## config.mk

```make
export PLATFORM = sky130hd
export DESIGN_NAME = inv_permutation_fsm
export DESIGN_NICKNAME = d
export VERILOG_FILES = /design/src/rtl/ascon_pack.sv /design/src/rtl/inv_permutation_fsm_inv_substitution_layer.sv /design/src/rtl/inv_permutation_fsm.sv
export SDC_FILE = /design/constraint.sdc
export NUM_CORES = 2
export LEC_CHECK = 0
export ABC_CLOCK_PERIOD_IN_PS = 5600
export CORE_UTILIZATION = 40
export DETAILED_ROUTE_END_ITERATION = 6
export PLACE_DENSITY = 0.58
export SLEW_MARGIN = 20
export SYNTH_ARGS = -nofsm -noshare
export SYNTH_HDL_FRONTEND = slang
export SYNTH_HIERARCHICAL = 1
export SYNTH_SLANG_ARGS = --single-unit
export TNS_END_PERCENT = 5
```

## constraint.sdc

```tcl
create_clock -name clock_i -period 5.6 [get_ports clock_i]
set_input_delay 1.68 -clock clock_i [delete_from_list [all_inputs] [get_ports clock_i]]
set_output_delay 1.68 -clock clock_i [all_outputs]
set_load 0.02 [all_outputs]
```

## src/rtl/ascon_pack.sv

```systemverilog
// Shared ASCON types and constants for the inverse permutation engine.
package ascon_pack;

  typedef logic [4:0][63:0] type_state;

  typedef enum logic [1:0] {
    ST_IDLE,
    ST_LIN,
    ST_SUB,
    ST_DONE
  } type_fsm;

  localparam logic [7:0] ROUND_CONSTANT [12] = '{
    8'hf0, 8'he1, 8'hd2, 8'hc3, 8'hb4, 8'ha5,
    8'h96, 8'h87, 8'h78, 8'h69, 8'h5a, 8'h4b
  };

  // Column value packs x0 as MSB, matching the forward S-box layer.
  localparam logic [4:0] INV_SBOX [32] = '{
    5'd20, 5'd26, 5'd7,  5'd13, 5'd0,  5'd9,  5'd14, 5'd18,
    5'd10, 5'd6,  5'd29, 5'd1,  5'd25, 5'd21, 5'd19, 5'd30,
    5'd24, 5'd22, 5'd11, 5'd17, 5'd3,  5'd5,  5'd28, 5'd31,
    5'd23, 5'd27, 5'd4,  5'd8,  5'd15, 5'd12, 5'd16, 5'd2
  };

  localparam logic [5:0] LIN_LAST   = 6'd62;
  localparam logic [3:0] MAX_ROUNDS = 4'd12;
  localparam logic [3:0] FIRST_RND  = 4'd11;

  function automatic logic [63:0] rotr(input logic [63:0] x, input int unsigned n);
    return (x >> n) | (x << (64 - n));
  endfunction

endpackage

```

## src/rtl/inv_permutation_fsm_inv_substitution_layer.sv

```systemverilog
// Inverse ASCON S-box applied to all 64 bit columns of the state.
module inv_substitution_layer
  import ascon_pack::*;
(
  input  type_state i_state,
  output type_state o_state
);

  for (genvar j = 0; j < 64; j++) begin : g_col
    logic [4:0] w_in;
    logic [4:0] w_out;
    assign w_in  = {i_state[0][j], i_state[1][j], i_state[2][j], i_state[3][j], i_state[4][j]};
    assign w_out = INV_SBOX[w_in];
    assign o_state[0][j] = w_out[4];
    assign o_state[1][j] = w_out[3];
    assign o_state[2][j] = w_out[2];
    assign o_state[3][j] = w_out[1];
    assign o_state[4][j] = w_out[0];
  end

endmodule

```

## src/rtl/inv_permutation_fsm.sv

```systemverilog
// Iterative inverse ASCON permutation; linear inverse is L applied 63 times (L^64 = I).
module inv_permutation_fsm
  import ascon_pack::*;
(
  input  logic      clock_i,
  input  logic      resetb_i,
  input  logic      start_i,
  input  logic [3:0] nrounds_i,
  input  type_state state_i,
  output type_state state_o,
  output logic      busy_o,
  output logic      done_o
);

  type_fsm   r_fsm,   w_fsm_nxt;
  type_state r_state, w_state_nxt;
  logic [3:0] r_rnd,  w_rnd_nxt;
  logic [3:0] r_last, w_last_nxt;
  logic [5:0] r_lin,  w_lin_nxt;

  type_state  w_lin_out;
  type_state  w_sbox_out;
  type_state  w_sub_out;
  logic [3:0] w_n_eff;

  function automatic type_state lin_layer(input type_state s);
    type_state r;
    r[0] = s[0] ^ rotr(s[0], 19) ^ rotr(s[0], 28);
    r[1] = s[1] ^ rotr(s[1], 61) ^ rotr(s[1], 39);
    r[2] = s[2] ^ rotr(s[2], 1)  ^ rotr(s[2], 6);
    r[3] = s[3] ^ rotr(s[3], 10) ^ rotr(s[3], 17);
    r[4] = s[4] ^ rotr(s[4], 7)  ^ rotr(s[4], 41);
    return r;
  endfunction

  assign w_lin_out = lin_layer(r_state);

  inv_substitution_layer u_inv_sub (
    .i_state (r_state),
    .o_state (w_sbox_out)
  );

  // Constant is removed after the inverse S-box since it was added before it going forward.
  always_comb begin
    w_sub_out = w_sbox_out;
    w_sub_out[2][7:0] = w_sbox_out[2][7:0] ^ ROUND_CONSTANT[r_rnd];
  end

  assign w_n_eff = (nrounds_i > MAX_ROUNDS) ? MAX_ROUNDS : nrounds_i;

  always_comb begin
    w_fsm_nxt   = r_fsm;
    w_state_nxt = r_state;
    w_rnd_nxt   = r_rnd;
    w_last_nxt  = r_last;
    w_lin_nxt   = r_lin;
    case (r_fsm)
      ST_IDLE: begin
        if (start_i) begin
          w_state_nxt = state_i;
          w_rnd_nxt   = FIRST_RND;
          w_last_nxt  = MAX_ROUNDS - w_n_eff;
          w_lin_nxt   = 6'd0;
          w_fsm_nxt   = (w_n_eff == 4'd0) ? ST_DONE : ST_LIN;
        end
      end
      ST_LIN: begin
        w_state_nxt = w_lin_out;
        if (r_lin == LIN_LAST) begin
          w_lin_nxt = 6'd0;
          w_fsm_nxt = ST_SUB;
        end else begin
          w_lin_nxt = r_lin + 6'd1;
        end
      end
      ST_SUB: begin
        w_state_nxt = w_sub_out;
        if (r_rnd == r_last) begin
          w_fsm_nxt = ST_DONE;
        end else begin
          w_rnd_nxt = r_rnd - 4'd1;
          w_fsm_nxt = ST_LIN;
        end
      end
      ST_DONE: w_fsm_nxt = ST_IDLE;
      default: w_fsm_nxt = ST_IDLE;
    endcase
  end

  always_ff @(posedge clock_i or negedge resetb_i) begin
    if (!resetb_i) begin
      r_fsm   <= ST_IDLE;
      r_state <= '0;
      r_rnd   <= '0;
      r_last  <= '0;
      r_lin   <= '0;
    end else begin
      r_fsm   <= w_fsm_nxt;
      r_state <= w_state_nxt;
      r_rnd   <= w_rnd_nxt;
      r_last  <= w_last_nxt;
      r_lin   <= w_lin_nxt;
    end
  end

  assign state_o = r_state;
  assign busy_o  = (r_fsm == ST_LIN) || (r_fsm == ST_SUB);
  assign done_o  = (r_fsm == ST_DONE);

endmodule

```

==> summary.md <==
| Metric | Value |
|---|---|
| Outcome | `finished, final reports clean` |
| Initial Utilization | `40.41%` |
| IO Port Bufs | `648` |
| Mapped Area | `45580 um2` |
| Syn Inst Count | `5896` |
| Final Max Tran Viols | `0` |
| Min-delay worst type | `register to register` |
| Area of the die | `115300 um2` |
| H-tree depth | `2` |
| Synth top area cells | `dfrtp_1, xnor2_1, ha_1, o21ai_0, nand2_1` |
| Via Count | `49100` |
| 1st-pass router iterations | `7` |
| Setup TNS | `0 ns` |
| CTS tree | `done` |
| CTS buffer count | `50` |
| Setup-failing EPs final | `0` |
| Per-cell routed wire length | `29.46 um` |
| Insertion delay of the later-clocked pin in the worst-skew pair | `0.69 ns` |
| Layout cells sized above 1 | `6.236%` |
| #FFs+latches synth | `336` |
| DRC violations left | `0` |
| Fin Clk Skew | `0.03881 ns` |
| Syn_nets | `6679` |
| GR Overflow Total | `0` |
| Area share of the largest cell type after synthesis | `18.44%` |
| Clk sinks | `336` |
| Rel. slew slack | `19.86%` |
| Root buf cell | `clkbuf_16` |
| Layout Nets | `7062` |
| Reg clk slew, reported paths | `0.06 ns` |
| Post-CTS setup buffers | `0` |
| Hold bufs inserted after CTS | `0` |
| Layout area overhead | `20.30%` |
| First-pass GRT wire length | `323300 um` |
| Drt first-iter violations | `7191` |
| GPL Wtd Cong | `1.007` |
| Post-synth EDFFs | `0` |
| Half-perimeter wire length after placement | `166600 um` |
| Worst setup EP type | `primary output` |
| CP max stage delay | `0.72 ns` |
| Synth area leader | `dfrtp_1` |
| Total wire length | `230400 um` |
| Crit Path Class | `register to primary output` |
| Avg Inst Size Synth | `7.732 um2` |
| GR Util All Layers | `38.09%` |
| Max-cap violation count | `0` |
| Via count of the first global-routing pass | `43300` |
| Core area | `112800 um2` |
| Crit path max fanout | `51` |
| Post-cts sizing count | `0` |
| Achievable frequency | `230.7 MHz` |
| Unrepaired setup endpoints after global routing | `no` |
| Slowest CP cell | `clkdlybuf4s50_1` |
| Die width | `339.6 um` |
| Worst EP arrival | `2.65 ns` |
| Asr flop ratio synth | `100.0%` |
| Fin crit share | `77.40%` |
| Synth warn | `6` |
| Die height | `339.6 um` |
| Crit start category | `register` |
| CP cell instances | `inv_1 -> ha_4 -> clkdlybuf4s50_1` |
| Crit path required time | `3.92 ns` |
| Clk buf depth | `3` |
| Count of different cell masters after synthesis | `62` |
| Final Hold Fails | `0` |
| Cell Rows | `123` |
| Initial antenna violation count | `8` |
| Largest net degree at the start of global routing | `184` |
| Worst-margin pin slew | `1.202 ns` |
| Detail Route Antenna Nets | `0` |
| Part of the Yosys area used for sequential elements | `18.44%` |
| Ports | `649` |
| Most used DFF post-synth | `dfrtp_1` |
| Via/cell ratio | `6.279` |
| Min cycle time layout | `4.334 ns` |
[sequential cells by signal (all words and copies together) (netlist names)]
name	flops
state_o	320
r_last	4
r_rnd	4
r_lin	6
r_fsm	2
[worst paths after layout]
check / cells after the start / slack, ns / from / end
worst max register to register: 8 / 1.85 / r_fsm[0] / state_o[239]
max in group asynchronous: 2 / 3.42 / resetb_i / state_o[152]
min in group asynchronous: 1 / 1.05 / resetb_i / r_lin[2]
worst max-delay path: 3 / 1.27 / r_fsm[0] / busy_o
worst min-delay path: 2 / 0.53 / r_last[2] / r_last[2]
worst min register to register: 2 / 0.53 / r_last[2] / r_last[2]
[Yosys cell counts (all sizes together) (3+ instances only)]
cell,number
o31ai,47
nand4b,13
o2bb2ai,3
nand2,798
a31oi,97
nand4,18
nand3b,6
a21o,32
o21a,9
dfrtp,336
xor2,13
nor2b,46
a21boi,3
o211ai,139
mux2i,162
a211oi,60
ha,456
a221oi,338
xnor2,741
nand2b,63
nand3,82
mux4,74
a31o,17
buf,270
nor3,15
clkbuf,191
a21oi,203
or2,30
nor2,221
o21ai,1082
o22ai,18
a211o,20
inv,255
nor3b,16
[metrics by stage]
step                      cell area [um2]  worst slack (ns)  hold WS, ns  cells  util [%]
after floorplan                     45590             3.053       0.4687   5896         -
after global placement              53140             1.672       0.5189   7727     47.11
after detailed placement            53140             1.611       0.5006   7727     47.11
after CTS                           54830             1.239       0.5270   7818     48.61
after global routing                54830             1.186       0.5495   7818     48.61
final                               54840             1.266       0.5255   7820     48.61
[worst max-delay path, delay by kind of cell (launching register included)]
kind                       cells  cell delay [ns]
buffers and inverters          2             0.87
DFF                            1             0.41
adders and majority gates      1             0.69
[placed cells by master (no fill, tap or decap), types with 20 or more instances in the layout]
cell type        instances
o21ai_0                806
clkbuf_16               51
buf_4                  128
a21o_1                  32
nand3_1                 82
nand2_1                797
a21oi_1                203
dfrtp_1                334
nor2_1                 200
nand2b_1                63
o31ai_1                 47
a221oi_1               338
nor2_2                  21
o21ai_1                275
nor2b_1                 46
mux4_2                  73
a31oi_1                 97
or2_2                   22
clkdlybuf4s50_1        647
xnor2_1                741
a211o_1                 20
a211oi_1                60
inv_1                  227
o211ai_1               139
mux2i_1                162
ha_1                   453
inv_2                   27
[routing by layer]
layer | track usage (%) | share of wire [%] | up-vias
met3 | 10.69 | 11 | 536
li1 | - | - | 21780
met5 | 0.9395 | 0.10 | -
met1 | 50.19 | 40 | 23790
met2 | 56.04 | 42 | 2984
met4 | 20.33 | 6.4 | 14
[final cells by class]
type / instances / area, um2
Inverter: 255 / 964.7
Multi-Input combinational cell: 4844 / 34120
Clock buffer: 81 / 1559
Clock inverter: 10 / 133.9
Fill cell: 11010 / 57970
Antenna cell: 2 / 5.005
Sequential cell: 336 / 8411
Tap cell: 1500 / 1877
Timing Repair Buffer: 792 / 7772
[kinds of logic after synthesis]
logic type	after synthesis	synth area share [%]
adder cells (fa/ha/maj)	456	12.52
flip-flops	336	18.44
buffers and inverters	716	6.813
AND/OR/NAND/NOR	1315	12.46
multiplexers	238	7.271
AO/OA/AOI/OAI	2081	28.01
XOR/XNOR	754	14.49
Power is left out: the tool's default activity adds up to more than one toggle a clock period on the data nets, which glitch-free logic cannot reach.
